## config.mk

```make
export PLATFORM = sky130hd
export DESIGN_NAME = appmult_dot_accum
export DESIGN_NICKNAME = d
export VERILOG_FILES = /design/src/rtl/appmult_pkg.sv /design/src/rtl/appmult_acc_core.sv /design/src/rtl/appmult_dot_accum.sv
export SDC_FILE = /design/constraint.sdc
export NUM_CORES = 1
export LEC_CHECK = 0
export ABC_AREA = 1
export BUFFER_PORTS_ARGS = -buffer_cell sky130_fd_sc_hd__clkbuf_2
export CAP_MARGIN = 20
export CORE_ASPECT_RATIO = 0.5
export CORE_MARGIN = 2
export CORE_UTILIZATION = 28
export CTS_CLUSTER_DIAMETER = 200
export DETAILED_ROUTE_END_ITERATION = 7
export PLACE_DENSITY = 0.54
export SYNTH_ARGS = -nofsm -noshare
export SYNTH_HDL_FRONTEND = slang
export SYNTH_SLANG_ARGS = --single-unit
export TNS_END_PERCENT = 50
```

## constraint.sdc

```tcl
create_clock -name clk -period 2.7 [get_ports clk]
set_input_delay 0 -clock clk [delete_from_list [all_inputs] [get_ports clk]]
set_output_delay 0 -clock clk [all_outputs]
set_load 0.05 [all_outputs]
```

## src/rtl/appmult_pkg.sv

```systemverilog
// Shared widths and types for the approximate-multiplier dot-product engine.
// Imported by the stream front end and the accumulator core.
package appmult_pkg;

    localparam int W_IN  = 7;
    localparam int W_P   = 2 * W_IN;
    localparam int ACC_W = 24;
    localparam int CNT_W = 10;

    typedef struct packed {
        logic [W_IN-1:0] a;
        logic [W_IN-1:0] b;
        logic            last;
    } op_pair_t;

    typedef logic [ACC_W-1:0] acc_t;
    typedef logic [CNT_W-1:0] cnt_t;

    // Element counts stick at all-ones instead of wrapping.
    function automatic cnt_t cnt_sat_inc(input cnt_t c);
        return (c == '1) ? c : c + cnt_t'(1);
    endfunction

endpackage

```

## src/rtl/appmult_acc_core.sv

```systemverilog
// Product accumulator with a one-deep result register and its
// valid/ready handshake; one result per vector.
module appmult_acc_core
    import appmult_pkg::*;
(
    input  logic             clk,
    input  logic             rst,
    input  logic             en,
    input  logic             v2,
    input  logic             last2,
    input  logic [W_P-1:0]   p_q,
    input  logic             res_ready,
    output logic             res_valid,
    output logic [ACC_W-1:0] res_sum,
    output logic [CNT_W-1:0] res_cnt,
    output logic             res_ovf
);

    acc_t           acc;
    cnt_t           cnt;
    logic           ovf;
    logic [ACC_W:0] sum;
    logic           take;

    assign take = en && v2;
    assign sum  = {1'b0, acc} + {{(ACC_W + 1 - W_P){1'b0}}, p_q};

    always_ff @(posedge clk) begin
        if (rst) begin
            acc       <= '0;
            cnt       <= '0;
            ovf       <= 1'b0;
            res_valid <= 1'b0;
            res_sum   <= '0;
            res_cnt   <= '0;
            res_ovf   <= 1'b0;
        end else begin
            if (res_valid && res_ready) begin
                res_valid <= 1'b0;
            end
            // A closing element loads a fresh result, overriding the clear.
            if (take) begin
                if (last2) begin
                    res_sum   <= sum[ACC_W-1:0];
                    res_cnt   <= cnt_sat_inc(cnt);
                    res_ovf   <= ovf | sum[ACC_W];
                    res_valid <= 1'b1;
                    acc       <= '0;
                    cnt       <= '0;
                    ovf       <= 1'b0;
                end else begin
                    acc <= sum[ACC_W-1:0];
                    cnt <= cnt_sat_inc(cnt);
                    ovf <= ovf | sum[ACC_W];
                end
            end
        end
    end

endmodule

```

## src/rtl/appmult_dot_accum.sv

```systemverilog
// Streaming dot-product engine around an external combinational 7x7
// approximate multiplier: operand register, product register, accumulator.
module appmult_dot_accum
    import appmult_pkg::*;
(
    input  logic             clk,
    input  logic             rst,
    input  logic             in_valid,
    output logic             in_ready,
    input  logic [W_IN-1:0]  in_a,
    input  logic [W_IN-1:0]  in_b,
    input  logic             in_last,
    output logic [W_IN-1:0]  mult_a,
    output logic [W_IN-1:0]  mult_b,
    input  logic [W_P-1:0]   mult_p,
    output logic             res_valid,
    input  logic             res_ready,
    output logic [ACC_W-1:0] res_sum,
    output logic [CNT_W-1:0] res_cnt,
    output logic             res_ovf
);

    op_pair_t       s1_q;
    logic           v1;
    logic [W_P-1:0] p_q;
    logic           last2;
    logic           v2;
    logic           en;

    // The whole pipe freezes while a finished result waits downstream,
    // so the multiplier inputs hold and mult_p stays matched to S1.
    assign en       = !(res_valid && !res_ready);
    assign in_ready = en;
    assign mult_a   = s1_q.a;
    assign mult_b   = s1_q.b;

    always_ff @(posedge clk) begin
        if (rst) begin
            s1_q <= '0;
            v1   <= 1'b0;
        end else if (en) begin
            s1_q <= '{a: in_a, b: in_b, last: in_last};
            v1   <= in_valid && in_ready;
        end
    end

    always_ff @(posedge clk) begin
        if (rst) begin
            p_q   <= '0;
            last2 <= 1'b0;
            v2    <= 1'b0;
        end else if (en) begin
            p_q   <= mult_p;
            last2 <= s1_q.last;
            v2    <= v1;
        end
    end

    appmult_acc_core u_core (
        .clk       (clk),
        .rst       (rst),
        .en        (en),
        .v2        (v2),
        .last2     (last2),
        .p_q       (p_q),
        .res_ready (res_ready),
        .res_valid (res_valid),
        .res_sum   (res_sum),
        .res_cnt   (res_cnt),
        .res_ovf   (res_ovf)
    );

endmodule

```

==> out/results.ini <==
[clock_network]
clkSinkCount=103
htreeDepth=3
clk_path_buf_depth=2
cts_inserted_buffers=9
cts_resized=0
clk_transition_reported_paths_ps=80
clkLatencyLatePin_ps=360
cts-root-buf=clkbuf_16
cts_tree=yes

[synth]
mappedNetlistArea_um2=5310
syn_nets=813
post_synth.cell_area_avg_um2=6.95
ys.flop_type=dfxtp_1
post_synthesis_async_set_or_reset_flop_share_pct=0
yosysSeqAreaShare_pct=38.8
synth_enable_flop_cells=0
synth_cells=764
ys_seq_elements=103
synth_warnings=0
post_synth_num_cell_types=39

[setup_path]
crit_path_frequent_cell=nand2_1
slowest_delay_ps=410
crit-reg2reg-capture=u_core.acc[18]
timing.critical_path.buf_inv=1
worstSetupStartpointType=register
timing.critical_path.cells=ha_1, inv_1, fa_1, nor2_1, nand3_1, nand3_2, nand2_1, nand2_1, nand2_1, nand2_1, nand3_1, a21oi_1
critical_path_arrival_ps=2340
crit_required_ps=2990
cp_max_fo=3
setup.worst_path.class=reg2reg
crit_cells=12
critPathCaptureType=register
cp_top_family=simple AND/OR/NAND/NOR gates
crit-reg2reg-launch=p_q[0]
r2r_slack_ps=650
timing.reg2reg.worst_path_depth=12
worst_path_max_delay_cell=fa_1

[floorplanning]
dieArea_um2=20100
top_level_ports=84
fp.coreArea_um2=18500
floorplan.initialDensity_pct=28.7
die_height_um=101
die_w_um=199
num_rows=35

[finish]
n_antenna_cell=0
layout_commonest_cell=nand2_1
drive_gt1_share_pct=18.6
final_nets=906
layout.cells.most_common_list=nand2_1 (219), dfxtp_1 (103), nor2_1 (92)
synthToLayoutAreaGrowth_pct=22.3

[outcome]
status=finished clean

[sta]
hold_violations=0
setup_total_negative_slack_ps=0
post-route-period-util_pct=75.9
layout_setup_ws_ps=649
setup_violations=0
setup_repair_after_global_routing_missed_its_margin=no
final.setup_skew_ps=16.1
final_max_tran_viols=0
post-route-min-period_ps=2050
timing_worst_slew_pin_value_ps=652
max_freq_mhz=488
relSlewSlack_pct=56.5

[grt]
first_global_vias=4646
groute.usage.overall_pct=14.8
number_of_antenna_violations_at_the_first_check_in_global_routing=0
overflow=0
grt_max_degree=37
wire_length_of_the_first_global_routing_pass_mm=23.5

[route]
antenna_viol_nets_final=0
viasPerCell=4.39
initialDrtViolationCount=296
post-route-drc-count=0
route.vias.total=4923
route.final.wire_length_mm=14.3
avgRoutedWirePerCell_um=12.7
detailedRoute.firstPassIterationCount=4

[pwr]
power_dissipated_by_switching_net_loads_w=0.000876
total_power_per_unit_cell_area_nw_per_um2=492
switching_share_of_power_pct=27.4
total_leakage_power_nw=3.08
irDropWorstVdd_mv=0.256
share_seq_of_total_power_pct=49.3
clock_power_share_pct=41.5
comb_power_share_pct=9.2
p_int_w=0.00232

[run]
max_cap_violations=0

[worst_hold_path]
holdPathStages=6
min-delay-path-class=in2reg
min-delay-start=res_ready
whs_endpoint=u_core.acc[11]

[place]
place_ws_ps=654
detailed_place_hpwl_mm=10.2
gpl.final_weighted_congestion=0.880
io_buffers=83

[flip-flops by register name, indices dropped and copies added, names as in the netlist]
name,count
mult_b,7
v1,1
mult_a,7
u_core.res_valid,1
s1_q,1
u_core.res_sum,24
u_core.ovf,1
u_core.res_ovf,1
u_core.acc,24
last2,1
u_core.cnt,10
p_q,14
u_core.res_cnt,10
v2,1
[worst max path at each step]
stage                startpoint        endpoint  slack (ps)
6_report                 p_q[0]  u_core.acc[18]         650
5_1_grt        u_core.res_valid      u_core.ovf         490
4_1_cts                  p_q[0]  u_core.acc[18]         640
3_5_place_dp   u_core.res_valid      u_core.ovf         650
3_3_place_gp             p_q[0]  u_core.acc[18]         700
2_1_floorplan            p_q[0]      u_core.ovf         870
[through the flow]
step / util [%] / cells / hold WS (ps) / instance area, um2 / total power, W
3_5_place_dp: 31.8 / 1074 / 259 / 5870 / 0.00187
4_1_cts: 35.1 / 1121 / 246 / 6490 / 0.00324
3_3_place_gp: 31.8 / 1074 / 248 / 5870 / 0.00187
5_1_grt: 35.1 / 1121 / 278 / 6490 / 0.00333
6_report: 35.1 / 1121 / 245 / 6490 / 0.00320
2_1_floorplan: - / 764 / 167 / 5310 / 0.00180
[layout make-up]
cell class / instances / area [um2]
Inverter: 81 / 307
Fill cell: 2010 / 12000
Tap cell: 259 / 324
Sequential cell: 103 / 2060
Clock buffer: 9 / 225
Clock inverter: 7 / 86.3
Timing Repair Buffer: 121 / 778
Multi-Input combinational cell: 541 / 2710
[layer usage]
layer	up-vias	part of all wire (%)	GRT usage, %
met1	2202	50	20.0
met4	0	0.84	3.27
met3	11	5.0	2.83
met5	-	0	0
met2	117	44	24.5
li1	2593	-	-
[timing repair]
action / 4_1_cts / 5_1_grt
hold buffers: 31 / 0
hold endpoints to repair: 32 / 0
setup buffers: 0 / 0
[cell usage after synthesis (all sizes together), types with 3 or more instances]
master | n | area [um2]
buf | 26 | 175
inv | 80 | 303
a22o | 13 | 114
clkbuf | 12 | 45.0
xnor2 | 4 | 35.0
ha | 15 | 188
dfxtp | 103 | 2060
or2 | 5 | 31.3
nand3b | 4 | 30.0
nand3 | 53 | 295
nand2 | 237 | 958
nand4 | 3 | 18.8
nor2 | 104 | 435
o21ai | 42 | 210
a21oi | 40 | 211
xor2 | 7 | 61.3
nor3 | 9 | 71.3
[worst min-delay path, delay by kind of cell]
family	cells	cell delay (ps)
AND/OR/NAND/NOR	3	300
buffers and inverters	2	180
AO/OA/AOI/OAI	1	50
[logic make-up after synthesis]
group	after synthesis	synth area share (%)
compound gates	98	10.5
xor+xnor	11	1.81
fa+ha+maj	16	3.91
buf+inv	120	10.1
flops	103	38.8
mux	1	0.189
simple gates	415	34.7
[power groups by stage]
stage / Sequential (W) / Clock (W) / Combinational (W)
2_1_floorplan: 0.00161 / 0 / 0.000195
3_3_place_gp: 0.00161 / 0 / 0.000256
3_5_place_dp: 0.00161 / 0 / 0.000258
4_1_cts: 0.00158 / 0.00137 / 0.000294
5_1_grt: 0.00158 / 0.00142 / 0.000322
6_report: 0.00158 / 0.00133 / 0.000293
No activity file was read; power rests on OpenSTA's default activity.
